### src/rtl/ftdi_pkg.sv
// rtl/ftdi_pkg.sv - shared types and constants for the FTDI sync bus device
package ftdi_pkg;

  localparam int FTDI_DATA_W = 8;

  // Bit positions inside the sticky protocol error vector
  localparam int ERR_RD_NO_OE = 0;
  localparam int ERR_RD_WR    = 1;
  localparam int ERR_OE_WR    = 2;

  // Read-side burst shaping state
  typedef enum logic [0:0] {
    RX_OPEN = 1'b0,
    RX_GAP  = 1'b1
  } rx_state_e;

endpackage

### src/rtl/ftdi_fifo.sv
// rtl/ftdi_fifo.sv - byte FIFO with async-cleared pointers and zero-when-empty head
module ftdi_fifo
  import ftdi_pkg::*;
#(
  parameter int DEPTH  = 64,
  parameter int ADDR_W = 6,
  parameter int PTR_W  = 7
) (
  input  logic                   clk_i,
  input  logic                   rst_ni,
  input  logic                   push_i,
  input  logic [FTDI_DATA_W-1:0] data_i,
  input  logic                   pop_i,
  output logic [FTDI_DATA_W-1:0] data_o,
  output logic                   empty_o,
  output logic                   full_o
);

  logic [FTDI_DATA_W-1:0] mem [DEPTH];
  logic [PTR_W-1:0]       wr_ptr;
  logic [PTR_W-1:0]       rd_ptr;
  logic                   do_push;
  logic                   do_pop;

  // Pointers carry one extra wrap bit so full and empty are distinguishable
  assign empty_o = (wr_ptr == rd_ptr);
  assign full_o  = (wr_ptr[ADDR_W-1:0] == rd_ptr[ADDR_W-1:0]) &&
                   (wr_ptr[PTR_W-1] != rd_ptr[PTR_W-1]);
  assign do_push = push_i && !full_o;
  assign do_pop  = pop_i && !empty_o;
  assign data_o  = empty_o ? '0 : mem[rd_ptr[ADDR_W-1:0]];

  // Storage array: written only on accepted pushes, never reset
  always_ff @(posedge clk_i) begin
    if (do_push) begin
      mem[wr_ptr[ADDR_W-1:0]] <= data_i;
    end
  end

  // Pointer advance; reset empties the FIFO regardless of stored contents
  always_ff @(posedge clk_i or negedge rst_ni) begin
    if (!rst_ni) begin
      wr_ptr <= '0;
      rd_ptr <= '0;
    end else begin
      if (do_push) begin
        wr_ptr <= wr_ptr + 1'b1;
      end
      if (do_pop) begin
        rd_ptr <= rd_ptr + 1'b1;
      end
    end
  end

endmodule

### src/rtl/ftdi_sync_device.sv
// rtl/ftdi_sync_device.sv - FT245-style synchronous FIFO chip end of the FTDI sync bus
module ftdi_sync_device
  import ftdi_pkg::*;
#(
  parameter int DEPTH    = 64,
  parameter int ADDR_W   = 6,
  parameter int COUNT_W  = 7,
  parameter int RX_BURST = 0,
  parameter int RX_GAP   = 2
) (
  input  logic                   clk_i,
  input  logic                   rst_ni,
  input  logic                   ftdi_rdn_i,
  input  logic                   ftdi_wrn_i,
  input  logic                   ftdi_oen_i,
  input  logic                   ftdi_siwua_i,
  input  logic [FTDI_DATA_W-1:0] ftdi_data_in_i,
  output logic                   ftdi_rxf_o,
  output logic                   ftdi_txe_o,
  output logic [FTDI_DATA_W-1:0] ftdi_data_out_o,
  output logic                   ftdi_data_oe_o,
  input  logic                   usb_in_valid_i,
  input  logic [FTDI_DATA_W-1:0] usb_in_data_i,
  output logic                   usb_in_accept_o,
  output logic                   usb_out_valid_o,
  output logic [FTDI_DATA_W-1:0] usb_out_data_o,
  input  logic                   usb_out_accept_i,
  output logic [2:0]             proto_err_o
);

  // Counter widths sized to hold RX_BURST-1 and RX_GAP-1
  localparam int BURST_W = (RX_BURST > 2) ? $clog2(RX_BURST) : 1;
  localparam int GAP_W   = (RX_GAP > 2) ? $clog2(RX_GAP) : 1;

  logic                   ready_q;
  rx_state_e              rx_state;
  logic [BURST_W-1:0]     burst_cnt;
  logic [GAP_W-1:0]       gap_cnt;
  logic [2:0]             err_q;

  logic                   in_empty;
  logic                   in_full;
  logic                   in_push;
  logic                   in_pop;
  logic [FTDI_DATA_W-1:0] in_head;

  logic                   out_empty;
  logic                   out_full;
  logic                   out_push;
  logic                   out_pop;

  // Send-immediate has no effect on this model
  logic                   unused_siwua;
  assign unused_siwua = ftdi_siwua_i;

  // Bus-side flags: both held inactive until the first edge after reset
  assign ftdi_rxf_o = !ready_q || in_empty || (rx_state == ftdi_pkg::RX_GAP);
  assign ftdi_txe_o = !ready_q || out_full;

  assign ftdi_data_out_o = in_head;
  assign ftdi_data_oe_o  = !ftdi_oen_i;

  // A byte moves on the bus exactly when the host strobe meets an active flag
  assign in_pop   = !ftdi_rdn_i && !ftdi_rxf_o;
  assign out_push = !ftdi_wrn_i && !ftdi_txe_o;

  assign usb_in_accept_o = ready_q && !in_full;
  assign in_push         = usb_in_valid_i && usb_in_accept_o;

  assign usb_out_valid_o = !out_empty;
  assign out_pop         = usb_out_valid_o && usb_out_accept_i;

  assign proto_err_o = err_q;

  ftdi_fifo #(
    .DEPTH  (DEPTH),
    .ADDR_W (ADDR_W),
    .PTR_W  (COUNT_W)
  ) u_in_fifo (
    .clk_i   (clk_i),
    .rst_ni  (rst_ni),
    .push_i  (in_push),
    .data_i  (usb_in_data_i),
    .pop_i   (in_pop),
    .data_o  (in_head),
    .empty_o (in_empty),
    .full_o  (in_full)
  );

  ftdi_fifo #(
    .DEPTH  (DEPTH),
    .ADDR_W (ADDR_W),
    .PTR_W  (COUNT_W)
  ) u_out_fifo (
    .clk_i   (clk_i),
    .rst_ni  (rst_ni),
    .push_i  (out_push),
    .data_i  (ftdi_data_in_i),
    .pop_i   (out_pop),
    .data_o  (usb_out_data_o),
    .empty_o (out_empty),
    .full_o  (out_full)
  );

  // Ready flag: rises on the first clock after reset release
  always_ff @(posedge clk_i or negedge rst_ni) begin
    if (!rst_ni) begin
      ready_q <= 1'b0;
    end else begin
      ready_q <= 1'b1;
    end
  end

  // Burst shaping: after RX_BURST pops, force RXF# high for RX_GAP cycles
  always_ff @(posedge clk_i or negedge rst_ni) begin
    if (!rst_ni) begin
      rx_state  <= ftdi_pkg::RX_OPEN;
      burst_cnt <= '0;
      gap_cnt   <= '0;
    end else if (RX_BURST != 0) begin
      case (rx_state)
        ftdi_pkg::RX_OPEN: begin
          if (in_pop) begin
            if (burst_cnt == BURST_W'(RX_BURST - 1)) begin
              rx_state  <= ftdi_pkg::RX_GAP;
              gap_cnt   <= GAP_W'(RX_GAP - 1);
              burst_cnt <= '0;
            end else begin
              burst_cnt <= burst_cnt + 1'b1;
            end
          end
        end
        ftdi_pkg::RX_GAP: begin
          if (gap_cnt == '0) begin
            rx_state <= ftdi_pkg::RX_OPEN;
          end else begin
            gap_cnt <= gap_cnt - 1'b1;
          end
        end
        default: begin
          rx_state <= ftdi_pkg::RX_OPEN;
        end
      endcase
    end
  end

  // Sticky protocol error flags; they only report, never gate traffic
  always_ff @(posedge clk_i or negedge rst_ni) begin
    if (!rst_ni) begin
      err_q <= '0;
    end else begin
      if (!ftdi_rdn_i && ftdi_oen_i) begin
        err_q[ERR_RD_NO_OE] <= 1'b1;
      end
      if (!ftdi_rdn_i && !ftdi_wrn_i) begin
        err_q[ERR_RD_WR] <= 1'b1;
      end
      if (!ftdi_oen_i && !ftdi_wrn_i) begin
        err_q[ERR_OE_WR] <= 1'b1;
      end
    end
  end

endmodule

### config.mk
export PLATFORM = sky130hd
export DESIGN_NAME = ftdi_sync_device
export DESIGN_NICKNAME = d
export VERILOG_FILES = /design/src/rtl/ftdi_pkg.sv /design/src/rtl/ftdi_fifo.sv /design/src/rtl/ftdi_sync_device.sv
export SDC_FILE = /design/constraint.sdc
export NUM_CORES = 1
export LEC_CHECK = 0
export BUFFER_PORTS_ARGS = -buffer_cell sky130_fd_sc_hd__clkbuf_2
export CAP_MARGIN = 20
export CORE_ASPECT_RATIO = 2
export CORE_UTILIZATION = 41
export DETAILED_ROUTE_END_ITERATION = 10
export PLACE_DENSITY = 0.65
export SYNTH_ARGS = -nofsm -noshare
export SYNTH_HDL_FRONTEND = slang
export SYNTH_SLANG_ARGS = --single-unit
### constraint.sdc
create_clock -name clk_i -period 4.24 [get_ports clk_i]
set_input_delay 0.424 -clock clk_i [delete_from_list [all_inputs] [get_ports clk_i]]
set_output_delay 0.424 -clock clk_i [all_outputs]
set_load 0.005 [all_outputs]
# Word level (Yosys, flattened, before mapping)
# Memories as Yosys holds them, arrays and structs flattened.
# Index checks and enable logic that the tools add are counted.
# totals
register_bits	32
ram_bits	1024
inputBits	24
output_inout_bits	24
word_cells	53
n_memories	2
# mem_list
memory	words	width	rd	rd_clocked_by_memory_dff	write_ports	line	text
u_in_fifo.mem	64	8	1	0	1	ftdi_fifo.sv:19	logic [FTDI_DATA_W-1:0] mem [DEPTH];
u_out_fifo.mem	64	8	1	0	1	ftdi_fifo.sv:19	
# classes
n_addsub	4
eq_ne	6
muxes	6
reduce_logical	27
# ops
op	n
$add A7 B1 Y7 const B	4
$mux W8	2
$eq A7 B7 Y1	2
$logic_and A1 B1 Y1	14
$eq A6 B6 Y1	2
$logic_not A1 Y1	10
$mux W1	4
$logic_or A1 B1 Y1	3
$ne A1 B1 Y1	2

# Depth between registers and ports, before layout
# depth
ltp_word	8
mapped_depth	9
depth_no_buf	6

# By module
# A second synthesis with hierarchy kept.
# hier_totals
hier_cells	2033
area_unflattened_um2	41554.9
# by_module_without_submodules
mod	n_inst	cells_each	area_per_inst_um2	seq_area_each_um2
ftdi_fifo (u_in_fifo)	1	1005	20694.8	15725.1
ftdi_fifo (u_out_fifo)	1	1011	20686.1	15725.1
ftdi_sync_device	1	17	173.9	100.1

# Worst setup path after synthesis
# OpenSTA, ideal clock, no wires.
# synth_timing
path_type	register to register
start	register u_in_fifo.wr_ptr[0]
end	memory u_in_fifo.mem[0][0] (enable)
setup_ps	398
arrival_time_ps	2094
setup_slack_ps	1748
stages_incl_launch_ff	6
path_buffers	0
cell_sequence	dfrtp_1 -> inv_1 -> ha_1 -> a31oi_1 -> nand2_1 -> nor4b_1
# synth_between
elab_chain_cells	8
# synth_lines
element	line	text
start, declared	ftdi_fifo.sv:20	logic [PTR_W-1:0] wr_ptr;
start signal, assigned	ftdi_fifo.sv:47	wr_ptr <= wr_ptr + 1'b1;
$eq A6 B6 Y1	ftdi_fifo.sv:27	assign full_o = (wr_ptr[ADDR_W-1:0] == rd_ptr[ADDR_W-1:0]) &&
$logic_and A1 B1 Y1	ftdi_fifo.sv:27	
$logic_not A1 Y1	ftdi_sync_device.sv:67	assign usb_in_accept_o = ready_q && !in_full;
$logic_and A1 B1 Y1	ftdi_sync_device.sv:67	
via usb_in_accept_o	ftdi_sync_device.sv:24	output logic usb_in_accept_o,
$logic_and A1 B1 Y1	ftdi_sync_device.sv:68	assign in_push = usb_in_valid_i && usb_in_accept_o;
$logic_and A1 B1 Y1	ftdi_fifo.sv:29	assign do_push = push_i && !full_o;
$mux W1	ftdi_fifo.sv:35	if (do_push) begin
$mux W1 (implied by the code)	ftdi_fifo.sv:36	mem[wr_ptr[ADDR_W-1:0]] <= data_i;
end, declared	ftdi_fifo.sv:19	
# The timed path passes the listed nets, and every way through them passes these cells.

# Worst setup path after layout
# layout_timing
start	register u_out_fifo.rd_ptr[1]
end	output usb_out_data_o[7]
# layout_between
elab_chain_cells	2
elab_cells_between_ends	3
classes_between	eq/ne (1); mux (1); memory (1)
# layout_lines
element	line	text
start, declared	ftdi_fifo.sv:21	logic [PTR_W-1:0] rd_ptr;
start signal, assigned	ftdi_fifo.sv:50	rd_ptr <= rd_ptr + 1'b1;
$mem_v2 Z64 W8 or $eq A7 B7 Y1 (tied branches)	--	
$mux W8 (*)	ftdi_fifo.sv:31	assign data_o = empty_o ? '0 : mem[rd_ptr[ADDR_W-1:0]];
end, declared	ftdi_sync_device.sv:26	output logic [FTDI_DATA_W-1:0] usb_out_data_o,
# Every way passes the cells marked *; elsewhere a longest branch is shown, timed or not.

==> flow_metrics.tcl <==
set metrics [dict create \
    relSlewSlack_pct 33.27 \
    cts-root-buf "clkbuf_16" \
    place_inst 1774 \
    grt_pass1_wl_um 68590 \
    synth_top_family_by_area "multiplexers" \
    insertion_delay_ns 0.57 \
    final-setup-viol-count 0 \
    clk_pin_slew_ns 0.07 \
    power_per_cell_area_nw_per_um2 601.8 \
    coreArea_sq_um 51820 \
    cp-start-kind "flop" \
    synth_top_area_share_pct 72.31 \
    netlist_area_sq_um 21600 \
    cts.repair.resized 0 \
    worstPathCellList "buf_12 > mux4_2 > a22o_1 > a211oi_1 > o31ai_1 > clkbuf_2" \
    finClkSkew_ns 0.01065 \
    cp_data_arrival_time_ns 3.53 \
    cts_buffers 43 \
    first_global_vias 10750 \
    drt-pass1-iter-count 4 \
    synth_compound_area_share_pct 2.572 \
    synth_area_leader_cell "edfxtp_1" \
    io_pins 48 \
    yosys.area_share.simple_pct 3.940 \
    multi_input_area_sq_um 4966 \
    hp-class "input pin to flop" \
    drive_gt1_share_pct 28.17 \
    status "finished, final reports clean" \
    finalHoldViolCount 0 \
    timing.final.crit_period_ns 3.954 \
    crit_family "compound AO/OA/AOI/OAI gates" \
    dp_hpwl_um 30480 \
    finalCritPeriodShare_pct 93.26 \
    yosys.area_share.xor_xnor_pct 1.054 \
    vdd_ir_drop_max_mv 0.3683 \
    crit_path_max_incr_delay_ns 0.80 \
    io_buffers 45 \
    critical_path_class "flop to primary output" \
    place_ws_ns 0.7681 \
    synthMuxAreaShare_pct 15.13 \
    synth_seq_cells 545 \
    synth_common_cells "edfxtp_1, mux4_2, nor2_1" \
    grt_max_degree 70 \
    fin_ws_ns 0.2859 \
    grt.overflow.total 0 \
    ys_seq_area_share_pct 75.20 \
    cts_tree "done" \
    placementRows 118 \
    nNetsFinal 1188 \
    cp-end-kind "primary output" \
    setup_tns_ns 0 \
    ys_warn_count 1 \
    fmax_mhz 252.9 \
    drt_iter0_drc 669 \
    fin_cells 1849 \
    antenna_found_initial 0 \
    whs_ns 0.03590 \
    die_y_um 326.6 \
    grt_usage_pct 17.84 \
    start_util_pct 41.67 \
    die_width_um 164.3 \
    area_delta_synth_final_pct 12.57 \
    cts.sinks 545 \
    crit_fanout 69 \
    synth_edf_count 520 \
    clock_path_buffers 3 \
    rsz0062_at_grt "no" \
    netlist_instances 1040 \
    worst_ep_required_time_ns 3.82 \
    drt-total-wl_um 45810 \
    synth_flop_cell "edfxtp_1" \
    seqCellArea_sq_um 16250 \
    syn_avg_cell_area_sq_um 20.77 \
    worst_slew_pin_slew_ns 0.9983 \
    drv_slew 0 \
    path_buf_inv 2 \
    synthArstFlopShare_pct 4.587 \
    p_total_mw 14.63 \
    n_antenna_cell 0 \
    drc 0 \
    viasPerCell 5.447 \
    critPathSlowestCell "a211oi_1" \
    vias 10070 \
    die_area_sq_um 53650 \
    synth_most_common_cell "edfxtp_1" \
    gp_congestion 0.8759 \
    synth.area.top_cells "edfxtp_1, mux4_2, dfrtp_1" \
    synth_fa_ha_area_share_pct 0.2317 \
    cts_max_level 2 \
    p_leak_nw 7.908 \
    final_antenna_net_count 0 \
    drt-wirelength-per-cell_um 24.78 \
    synth.distinct_cells 54 \
    maxCapViolations 0 \
    fillers 4192 \
]
==> placed cells by master (no fill, tap or decap), drive strengths merged, types with 2 or more instances in the layout <==
master     n
a211oi    10
a21oi      2
a22o       7
a22oi     22
a311oi     3
and2      10
and3       6
buf       85
bufinv     2
clkbuf   108
clkinv     9
conb       2
dfrtp     25
edfxtp   520
ha         4
inv        5
mux2      17
mux2i     34
mux4     121
nand2     23
nand2b     3
nand3     11
nand3b     5
nand4      7
nand4b     3
nand4bb    2
nor2      71
nor2b      6
nor3       3
nor4       3
o21bai     3
o221ai     7
o22ai      7
o31ai      7
or3        2
or3b       2
xnor2     18
xor2       8
==> path summary, 6_finish.rpt <==
kind | from | endpoint | slack [ns] | cells after the start
max in group asynchronous | rst_ni | u_out_fifo.rd_ptr[0]$_DFFE_PN0P_ | 3.30 | 2
max | u_out_fifo.rd_ptr[1]$_DFFE_PN0P_ | usb_out_data_o[7] | 0.29 | 6
min reg2reg | proto_err_o[0]$_DFFE_PN0P_ | proto_err_o[0]$_DFFE_PN0P_ | 0.48 | 1
min | usb_in_data_i[5] | u_in_fifo.mem[0][5]$_DFFE_PP_ | 0.04 | 1
max reg2reg | u_out_fifo.rd_ptr[1]$_DFFE_PN0P_ | u_out_fifo.mem[42][1]$_DFFE_PP_ | 0.77 | 6
min in group asynchronous | rst_ni | u_in_fifo.wr_ptr[2]$_DFFE_PN0P_ | 0.43 | 2
==> through the flow <==
stage / utilization (%) / area, sq um
2_1_floorplan: - / 21600
3_3_place_gp: 44.33 / 22970
3_5_place_dp: 44.33 / 22970
4_1_cts: 46.91 / 24310
5_1_grt: 46.91 / 24310
6_report: 46.91 / 24310
==> where the power goes <==
part	internal (mW)	total (mW)	switching (mW)
logic	1.98	4.39	2.42
registers	6.07	6.35	0.283
clock network	2.12	3.88	1.76
total	10.2	14.6	4.46
==> layout make-up <==
class / instances / share of cell area, %
well taps: 660 / 3.397
clock inverters: 11 / 0.4272
clock buffers: 63 / 5.033
repair buffers: 131 / 3.798
inverters: 5 / 0.07720
multi-input cells: 434 / 20.43
flip-flops and latches: 545 / 66.84
==> registers in the layout, indices dropped and copies added, names as in the netlist <==
signal             cells
proto_err_o            3
ready_q                1
u_in_fifo.mem          8
u_in_fifo.wr_ptr       7
u_out_fifo.mem       512
u_out_fifo.rd_ptr      7
u_out_fifo.wr_ptr      7
==> cell families after synthesis <==
group                    count (synthesis)
flip-flops                             545
multiplexers                           172
AND/OR/NAND/NOR                        159
AO/OA/AOI/OAI                           71
buffers and inverters                   62
XOR/XNOR                                26
adder cells (fa/ha/maj)                  4
other                                    1
==> per-layer routing <==
| metal | share of wire, % | up-vias | global-route usage, % |
|---|---|---|---|
| met5 | 0 | - | 0 |
| met2 | 58 | 228 | 34.20 |
| li1 | - | 4507 | - |
| met3 | 3.2 | 89 | 2.006 |
| met4 | 5.6 | 0 | 10.27 |
| met1 | 33 | 5248 | 18.12 |
==> timing repair <==
item                                   CTS  global route
buffers inserted                         0             0
hold buffers                             1             0
endpoints found under the hold margin   25             0
No activity file was read; power rests on OpenSTA's default activity.
